==> src/rtl/serial_subtractor.sv <==
// Bit-serial unsigned subtractor: one bit pair per clock, LSB first, built
// from two cascaded half-subtractor cells; result and borrow land together with DONE.
module serial_subtractor #(
  parameter int WIDTH = 8
) (
  input  logic             CLOCK_50,
  input  logic             RESET_N,
  input  logic             START,
  input  logic [WIDTH-1:0] A,
  input  logic [WIDTH-1:0] B,
  output logic [WIDTH-1:0] D,
  output logic             BOUT,
  output logic             BUSY,
  output logic             DONE
);

  localparam int CW = (WIDTH > 2) ? $clog2(WIDTH) : 1;

  typedef enum logic {IDLE, RUN} state_t;

  state_t           state_q, state_d;
  logic [WIDTH-1:0] a_q, a_d;
  logic [WIDTH-1:0] b_q, b_d;
  logic [WIDTH-1:0] res_q, res_d;
  logic [CW-1:0]    cnt_q, cnt_d;
  logic             borrow_q, borrow_d;
  logic [WIDTH-1:0] d_q, d_d;
  logic             bout_q, bout_d;
  logic             busy_q, busy_d;
  logic             done_q, done_d;

  logic hs1_diff, hs1_bor, hs2_bor, bit_diff, bit_bor;
  logic [WIDTH-1:0] res_shifted;

  // First cell handles a-b, second folds in the borrow from the previous bit.
  always_comb begin
    hs1_diff    = a_q[0] ^ b_q[0];
    hs1_bor     = ~a_q[0] & b_q[0];
    bit_diff    = hs1_diff ^ borrow_q;
    hs2_bor     = ~hs1_diff & borrow_q;
    bit_bor     = hs1_bor | hs2_bor;
    res_shifted = {bit_diff, res_q[WIDTH-1:1]};
  end

  always_comb begin
    state_d  = state_q;
    a_d      = a_q;
    b_d      = b_q;
    res_d    = res_q;
    cnt_d    = cnt_q;
    borrow_d = borrow_q;
    d_d      = d_q;
    bout_d   = bout_q;
    busy_d   = busy_q;
    done_d   = 1'b0;
    case (state_q)
      IDLE: begin
        if (START) begin
          a_d      = A;
          b_d      = B;
          res_d    = '0;
          cnt_d    = '0;
          borrow_d = 1'b0;
          busy_d   = 1'b1;
          state_d  = RUN;
        end
      end
      RUN: begin
        res_d    = res_shifted;
        a_d      = {1'b0, a_q[WIDTH-1:1]};
        b_d      = {1'b0, b_q[WIDTH-1:1]};
        borrow_d = bit_bor;
        if (cnt_q == CW'(WIDTH - 1)) begin
          d_d     = res_shifted;
          bout_d  = bit_bor;
          done_d  = 1'b1;
          busy_d  = 1'b0;
          cnt_d   = '0;
          state_d = IDLE;
        end else begin
          cnt_d = cnt_q + CW'(1);
        end
      end
      default: state_d = IDLE;
    endcase
  end

  always_ff @(posedge CLOCK_50) begin
    if (!RESET_N) begin
      state_q  <= IDLE;
      a_q      <= '0;
      b_q      <= '0;
      res_q    <= '0;
      cnt_q    <= '0;
      borrow_q <= 1'b0;
      d_q      <= '0;
      bout_q   <= 1'b0;
      busy_q   <= 1'b0;
      done_q   <= 1'b0;
    end else begin
      state_q  <= state_d;
      a_q      <= a_d;
      b_q      <= b_d;
      res_q    <= res_d;
      cnt_q    <= cnt_d;
      borrow_q <= borrow_d;
      d_q      <= d_d;
      bout_q   <= bout_d;
      busy_q   <= busy_d;
      done_q   <= done_d;
    end
  end

  assign D    = d_q;
  assign BOUT = bout_q;
  assign BUSY = busy_q;
  assign DONE = done_q;

endmodule

==> config.mk <==
export PLATFORM = sky130hd
export DESIGN_NAME = serial_subtractor
export DESIGN_NICKNAME = d
export VERILOG_FILES = /design/src/rtl/serial_subtractor.sv
export SDC_FILE = /design/constraint.sdc
export NUM_CORES = 1
export LEC_CHECK = 0
export CAP_MARGIN = 20
export CORE_ASPECT_RATIO = 0.75
export CORE_MARGIN = 2
export CORE_UTILIZATION = 55
export DETAILED_ROUTE_END_ITERATION = 7
export GPL_ROUTABILITY_DRIVEN = 0
export PLACE_DENSITY_LB_ADDON = 0.12
export SYNTH_ARGS = -nofsm -noshare
export SYNTH_HDL_FRONTEND = slang
export SYNTH_SLANG_ARGS = --single-unit
export TNS_END_PERCENT = 20
==> constraint.sdc <==
create_clock -name CLOCK_50 -period 3.9 [get_ports CLOCK_50]
set_clock_uncertainty 0.15 [all_clocks]
set_input_delay 0.78 -clock CLOCK_50 [delete_from_list [all_inputs] [get_ports CLOCK_50]]
set_output_delay 0.78 -clock CLOCK_50 [all_outputs]
set_load 0.005 [all_outputs]
==> impl_metrics.toml <==
[floorplan]
chipWidth_um = 68.8
dieArea_mm2 = 0.00362
die_h_um = 52.6
io_pins = 30
placement_rows = 17
start_util_pct = 58.2
core_area_mm2 = 0.00298

[worst_setup_path]
arrival_worst_endpoint_ps = 2290
endpoint_kind = "flip-flop"
worstPathRequired_ps = 3940
worstReg2RegStart = "cnt_q[0]$_SDFFE_PN0P_"
category_of_the_worst_setup_path_launch_point = "primary input"
timing.rr.end = "BOUT$_SDFFE_PN0P_"
worstPathMaxFanout = 20
setup.reg_to_reg.worst_slack_ps = 2120
timing.reg2reg.worst_path_depth = 4
critical_path_class = "primary input to flip-flop"

[final_layout]
nNetsFinal = 221
syn_to_final_growth_pct = 19.9
diodes = 0
final_layout_size_suffix_gt1_share_pct = 8.54
post_layout_nonfiller_instances = 237

[hold_path]
hold_path.class = "flip-flop to flip-flop"
hold_path_depth = 2
min-delay-start = "res_q[3]$_SDFFE_PN0P_"
hold_crit_endpoint = "res_q[2]$_SDFFE_PN0P_"

[clock_network]
cts_setup_buffers = 0
cts_max_level = 2
clock_tree.root_cell = "clkbuf_8"
tritoncts_buffers = 5
cts.path.max_buffers = 2
cts_resized = 0
clock_tree_from_tritoncts = "yes"
cts_hold_buf = 0
path_clk_slew_ps = 70
cts.sink_count = 39
worstSkewPairLatency_ps = 290

[drt]
drtIter0Drc = 47
top_signal_layer_used = "met4"
drcViolationCount = 0
vias = 1260
metal_1_wl_um = 1660
route.met2.wl_um = 1320
met3_length_um = 152
drt_wl_total_um = 3190
viasPerCell = 5.32
drt_first_pass_iters = 4
wire_length_per_cell_um = 13.5
antenna_left = 0

[outcome]
run_status = "finished clean"

[global_route]
grt_start_max_net_pins = 47
wire_length_of_the_first_global_routing_pass_um = 5380
gr-total-overflow = 0
first_global_vias = 1213
total_routing_resource_utilization_after_global_routing_pct = 20.6
number_of_antenna_violations_at_the_first_check_in_global_routing = 0

[synthesis]
post_synth_inst_count = 174
mappedNetlistArea_mm2 = 0.00173
synth.distinct_cells = 25
synth_largest_area_cell = "dfxtp_1"
synth_async_sr_flop_share_pct = 0
postSynthRegisterBits = 39
synthDominantCellAreaShare_pct = 45.1
dominantRegCellSynth = "dfxtp_1"
sequential_element_share_of_the_synthesized_area_pct = 45.1
synth_most_common_cell = "dfxtp_1"
synth-edff-count = 0
synth.cells.most_frequent = "dfxtp_1 (39), a21oi_1 (20), mux2i_1 (16), nor2b_1 (16), a211oi_1 (14)"
syn-num-nets = 197
post_synthesis_mean_instance_area_um2 = 9.95
ys_top_cells_by_area = "dfxtp_1 (45%), mux2i_1 (9.2%), a211oi_1 (6.1%)"
ys.warnings.count = 0

[placed_design]
numPlacedInstances = 229
hpwlAfterDp_um = 2080
portBuffers = 29

[power]
power.static_leakage_nw = 0.784
powerDensity_mw_per_mm2 = 375
ir_worst_vdd_mv = 0.263

[timing]
maxSlewHeadroom_pct = 57.0
timing.final.setup_violations = 0
time_the_final_worst_path_needs_with_i_o_delays_and_setup_ps = 2250
post-route-period-util_pct = 57.6
max_freq_ghz = 0.445
totalNegativeSetupSlack_ps = 0
grt_setup_unrepaired = "false"
worst_pin_slew_ps = 645
report.final.hold_viol_count = 0
drv_slew = 0

[job]
max_cap_viol_count = 0
[layout by cell type, fill, tap and decap left out]
| cell | count |
|---|---|
| a211oi_1 | 14 |
| and3_1 | 1 |
| a311oi_1 | 1 |
| nor2b_1 | 16 |
| mux2i_1 | 16 |
| a21oi_1 | 20 |
| buf_4 | 3 |
| nand2_1 | 9 |
| clkdlybuf4s50_1 | 29 |
| nor2_1 | 2 |
| clkbuf_8 | 5 |
| or3b_1 | 12 |
| nand3_1 | 8 |
| a21bo_2 | 8 |
| nand2b_1 | 2 |
| ha_1 | 3 |
| clkbuf_1 | 2 |
| dfxtp_1 | 39 |
| a21boi_0 | 1 |
| o21a_1 | 2 |
| clkinv_2 | 1 |
| clkinv_1 | 1 |
| inv_1 | 3 |
| fa_1 | 1 |
[routing by layer]
| layer | vias up | GRT usage [%] |
|---|---|---|
| li1 | 661 | - |
| met1 | 567 | 28.8 |
| met2 | 26 | 28.4 |
| met3 | 6 | 5.16 |
| met4 | 0 | 11.8 |
| met5 | - | 0 |
[cells by family after synthesis]
| kind of cell | count (synthesis) | synth area share [%] |
|---|---|---|
| buffers and inverters | 19 | 6.43 |
| AND/OR/NAND/NOR | 50 | 17.6 |
| multiplexers | 16 | 9.25 |
| AO/OA/AOI/OAI | 46 | 18.3 |
| adder cells (fa/ha/maj) | 4 | 3.32 |
| flip-flops | 39 | 45.1 |
[through the flow]
step | util [%] | area, µm² | worst slack, ps | total power, mW | hold WS (ps)
after global routing | 69.7 | 2080 | 1520 | 0.813 | 353
after global placement | 67.0 | 2000 | 1460 | 0.526 | 295
after CTS | 69.7 | 2080 | 1660 | 0.786 | 321
final | 69.7 | 2080 | 1650 | 0.778 | 320
after detailed placement | 67.0 | 2000 | 1370 | 0.530 | 312
after floorplan | - | 1730 | 2200 | 0.501 | 288
[worst max-delay path, cell delays in order]
cell and delay (ps):
clkdlybuf4s50_1 550, clkinv_1 380, buf_4 360, a311oi_1 210
[worst max-delay path by stage]
stage / slack (ps) / start / cells after the start / end
finish: 1650 / RESET_N / 4 / BOUT$_SDFFE_PN0P_
global route: 1520 / RESET_N / 4 / BOUT$_SDFFE_PN0P_
CTS: 1660 / RESET_N / 4 / BOUT$_SDFFE_PN0P_
detailed placement: 1370 / RESET_N / 4 / BOUT$_SDFFE_PN0P_
global placement: 1460 / RESET_N / 4 / BOUT$_SDFFE_PN0P_
floorplan: 2200 / START / 4 / cnt_q[2]$_SDFFE_PN0P_
[final cells by class]
type                    count  area [µm²]
multi-input cells         116         840
inverters                   4        15.0
repair buffers             32         313
fillers                   229         901
clock inverters             1        5.00
flip-flops and latches     39         781
well taps                  38        47.5
clock buffers               7        76.3
[state kept, by name (all words and copies together) (netlist names)]
name and cells:
D 8, a_q 8, b_q 8, res_q 7, cnt_q 3, BOUT 1, BUSY 1, DONE 1
borrow_q 1, state_q 1
[power by group]
group	switching (mW)	total, mW	internal, mW
registers	0.0132	0.431	0.418
logic	0.0445	0.0923	0.0478
clock network	0.130	0.255	0.125
total	0.187	0.778	0.591
Power figures use the tool's default switching activity.
==> variant 1 (config.mk and constraints unchanged) <==
The parameter `WIDTH` goes from 8 to 16.
--- a/src/rtl/serial_subtractor.sv
+++ b/src/rtl/serial_subtractor.sv
@@ -2,5 +2,5 @@
 // from two cascaded half-subtractor cells; result and borrow land together with DONE.
 module serial_subtractor #(
-  parameter int WIDTH = 8
+  parameter int WIDTH = 16
 ) (
   input  logic             CLOCK_50,
Ports: changed (resized A, B and D); port bits go from 30 to 54. No check against the original RTL was run, so the function may have changed too.
==> variant 1 against the original RTL <==
  * Die area grew 65%
  * Count of clock-buffer cells in the layout increased by 2
  * Sequential cell count increased by 33
  * Power up 100%
  * Sequential power is 81% higher
  * Wire length rose by 67%
  * Cell area grew 78%
  * Setup slack improved by 0.10 ns
  * Sequential share of layout area increased by 1.4 points
  * Core utilization grew 0.55 points
  * Global-route usage shrank 0.82 points
  * Area after synthesis up 70%
  * Largest power group unchanged
  * Highest routed layer unchanged
==> variant 1: results (changes against the original RTL) <==
| Metric | Value |
|---|---|
| IO Port Bufs | 53 (+83%) |
| Initial antenna violation count | 0 (unchanged) |
| Number of warnings issued by yosys | 0 (unchanged) |
| # fillers | 434 (+90%) |
| TritonCTS buffer count | 9 (+4) |
| Total track usage | 19.7% (-0.82 points) |
| Final non-filler cell total | 411 (+73%) |
| Register area share after synthesis | 48.9% (+3.8 points) |
| Critical path's top delay family | buffers and inverters |
| Final nets | 368 (+67%) |
| DP HPWL | 3470 um (+67%) |
| Number of H-tree levels | 3 (+1) |
| Dpl cells | 395 (+72%) |
| Setup Buffers After CTS | 0 (unchanged) |
| Complex-gate fraction of the synthesized area | 9.63% (-8.6 points) |
| CP max-delay cell | clkdlybuf4s50_1 |
| Worst slew pin tran | 0.903 ns (+0.258 ns) |
| ANT cells | 0 (unchanged) |
| Top post-synthesis cells by area | dfxtp_1 (49%), mux2_2 (11%), mux2i_1 (11%), nor2_1 (6.2%), a22o_1 (4.8%) |
| Slowest stage delay, CP | 0.51 ns (-0.04 ns) |
| Post-Synth XOR/XNOR Area | 0% (unchanged) |
| Gate count of the mapped netlist | 286 (+64%) |
| Clk_lat worst skew | 0.34 ns (+0.05 ns) |
| Initial DRT Pass Iterations | 4 (unchanged) |
| WL final | 5320 um (+67%) |
| Post-synthesis mux area share | 22.3% (+13 points) |
| Largest net degree at the start of global routing | 51 (+8.5%) |
| Root Buffer | clkbuf_8 |
| Clock-pin slew on the worst setup and hold paths | approximately 0.080 ns |
| First-pass GRT wire length | 8910 um (+66%) |
| LEAKAGE | 1.43 nW (+83%) |
| Outcome | finished, final reports clean |
| Layout cell share with drive strength beyond 1 | 15.8% (+7.2 points) |
| Vias in the first global route | 1983 (+63%) |
| DR vias/cell | 5.25 (-1.3%) |
| Post-cts sizing count | 0 (unchanged) |
| Adder-Cell Fraction of Synth Area | 1.10% (-2.2 points) |
| Net count after synthesis | 323 (+64%) |
| Peak VDD IR | 0.000263 V (about the same) |
| DRT iter0 DRCs | 101 (+110%) |
| Synth top cells by count | dfxtp_1 (72), nor2_1 (49), mux2i_1 (32) |
| CTS max path bufs | 2 (unchanged) |
| CP max FO | 2 (-90%) |
| Post-synthesis cell type count | 31 (+24%) |
| Placed instance area | 0.00348 mm^2 (+74%) |
| Ys async rst share | 0% (unchanged) |
| Hold crit path type | flop to flop |
[variant 1: metrics by stage]
step / hold WS, ns / setup WS (ns)
final: 0.310 / 1.76
after global routing: 0.328 / 1.56
after CTS: 0.314 / 1.73
after detailed placement: 0.301 / 1.41
after global placement: 0.293 / 1.50
after floorplan: 0.284 / 2.01
[variant 1: cell type report]
cell class / instances / area, um^2 / area share [%]
Clock buffer: 9 / 124 / 3.35
Clock inverter: 7 / 101 / 2.74
Inverter: 5 / 18.8 / 0.507
Multi-Input combinational cell: 187 / 1370 / 37.1
Sequential cell: 72 / 1440 / 39.0
Tap cell: 75 / 93.8 / 2.53
Timing Repair Buffer: 56 / 548 / 14.8
[variant 1: final timing paths]
check | startpoint | to | slack [ns] | cells past startpoint
setup / recovery | BOUT | BOUT | 1.76 | 1
hold reg to reg | res_q[1] | D[0] | 0.31 | 1
setup reg to reg | state_q | D[4] | 1.76 | 3
hold / removal | res_q[1] | D[0] | 0.31 | 1
[variant 1: routing by layer]
layer / part of all wire [%] / routed length, um / vias to the layer above / GRT usage [%]
li1: - / - / 1087 / -
met1: 46 / 2450 / 1015 / 23.8
met2: 48 / 2550 / 46 / 32.5
met3: 4.8 / 253 / 8 / 7.95
met4: 1.2 / 62 / 0 / 6.44
met5: 0 / 0 / - / 0
[variant 1: power breakdown]
group | switching [mW] | internal (mW) | leakage [nW] | total, mW
clock | 0.288 | 0.366 | 0.107 | 0.654
sequential | 0.0216 | 0.760 | 0.586 | 0.782
combinational | 0.0601 | 0.0862 | 0.740 | 0.146
total | 0.370 | 1.21 | 1.43 | 1.58
[variant 1: cells by family after synthesis]
group / Yosys count
AND/OR/NAND/NOR: 80
flip-flops: 72
multiplexers: 62
AO/OA/AOI/OAI: 43
buffers and inverters: 27
adder cells (fa/ha/maj): 2
==> variant 2 (config.mk and constraints unchanged) <==
Made on the original files. The output `DONE` loses its register stage (`done_q` becomes a continuous assignment).
--- a/src/rtl/serial_subtractor.sv
+++ b/src/rtl/serial_subtractor.sv
@@ -97,5 +97,4 @@
       bout_q   <= 1'b0;
       busy_q   <= 1'b0;
-      done_q   <= 1'b0;
     end else begin
       state_q  <= state_d;
@@ -108,7 +107,8 @@
       bout_q   <= bout_d;
       busy_q   <= busy_d;
-      done_q   <= done_d;
     end
   end
+
+  assign done_q = done_d;
 
   assign D    = d_q;
Formal check against the unedited RTL: not equivalent (a bounded check fails within 10 cycles, from zero or initial values and one cycle with RESET_N low).
==> variant 2 against the original RTL <==
  * Global-route usage grew 0.22 points
  * Via count is 1.9% higher
  * Sequential share of layout area is 0.76 points lower
  * Register-to-register slack gained 0.15 ns
  * Cell area fell by 0.54%
  * First-iteration DRC count rose by 30%
  * Wire length grew 3.8%
  * Power up 1.2%
  * Setup slack got worse by 0.62 ns
  * Final cell count fell by 0.42%
  * Sequential cell count decreased by 1
  * Area after synthesis shrank 1.6%
  * Largest cell class unchanged
==> variant 2: results (changes against the original RTL) <==
| Metric | Value |
|---|---|
| Outcome | finished, final reports clean |
| DR WL met3 | 179 um (+18%) |
| Layout cell share with drive strength beyond 1 | 6.06% (-2.5 points) |
| First-pass GRT wire length | 5330 um (-1.0%) |
| Slowest stage delay, CP | 0.52 ns (-0.03 ns) |
| Min Tclk post-route | 2.87 ns (+0.625 ns) |
| Rel. slew slack | 62.5% (+5.4 points) |
| DRT iter0 DRCs | 61 (+30%) |
| Complex-gate fraction of the synthesized area | 18.5% (+0.22 points) |
| CP max FO | 19 (-5.0%) |
| Vias in the first global route | 1183 (-2.5%) |
| Adder-Cell Fraction of Synth Area | 3.38% (+0.054 points) |
| Largest net degree at the start of global routing | 59 (+26%) |
| Final nets | 220 (-0.45%) |
| DP HPWL | 2160 um (+4.0%) |
| # fillers | 227 (-0.87%) |
| Total track usage | 20.8% (+0.22 points) |
| Peak VDD IR | 0.000249 V (-5.3%) |
| DR vias/cell | 5.44 (+2.3%) |
| Post-synthesis cell type count | 22 (-12%) |
| Synth top cells by count | dfxtp_1 (38), a21oi_1 (20), mux2i_1 (16), nor2b_1 (16), a211oi_1 (15) |
| Pre-CTS WS | 1.29 ns (-0.0822 ns) |
| GR Layer Usage met1 | 28.7% (-0.17 points) |
| Dpl cells | 228 (-0.44%) |
| Net count after synthesis | 196 (-0.51%) |
variant 2: cell count changes in the layout (fill, tap and decap cells not counted), sizes merged:
cell,change
and2,+1
a311oi,-1
and3,-1
inv,+1
clkinv,-1
dfxtp,-1
a211oi,+1
variant 2: stage by stage:
stage	util, %	cell area [um^2]	hold WS (ns)
3_5_place_dp	66.8	1970	0.316
3_3_place_gp	66.8	1970	0.304
6_report	69.9	2070	0.327
2_1_floorplan	-	1700	0.288
5_1_grt	69.9	2070	0.353
4_1_cts	69.9	2070	0.332
variant 2: cells by family after synthesis:
logic type | count (synthesis)
AOI/OAI and AO/OA | 46
adders and majority gates | 4
buffers and inverters | 19
DFF | 38
muxes | 16
and+or+nand+nor | 50
variant 2: final cells by class:
type / count / area, um^2 / share of cell area, %
clock buffer: 7 / 86.3 / 4.18
clock inverter: 1 / 5.00 / 0.242
inverter: 4 / 15.0 / 0.727
multi-input combinational: 116 / 838 / 40.6
sequential: 38 / 761 / 36.8
tap: 38 / 47.5 / 2.30
timing repair buffer: 32 / 313 / 15.1
variant 2: power by group through the flow:
| stage | registers [mW] | logic (mW) | clock network, mW |
|---|---|---|---|
| CTS | 0.418 | 0.0946 | 0.280 |
| global placement | 0.425 | 0.0917 | 0 |
| finish | 0.418 | 0.0948 | 0.275 |
| global route | 0.420 | 0.105 | 0.293 |
| detailed placement | 0.426 | 0.0940 | 0 |
| floorplan | 0.424 | 0.0665 | 0 |
variant 2: final timing paths:
kind / from / endpoint / cells past startpoint
hold reg to reg: res_q[5] / res_q[4] / 2
hold / removal: res_q[5] / res_q[4] / 2
setup reg to reg: cnt_q[0] / BOUT / 5
setup / recovery: cnt_q[0] / DONE / 5
variant 2: tightest hold or removal path, cell delays in order, from the launching register on:
cell     delay (ns)
dfxtp_1        0.32
nand2_1        0.05
a21oi_1        0.06
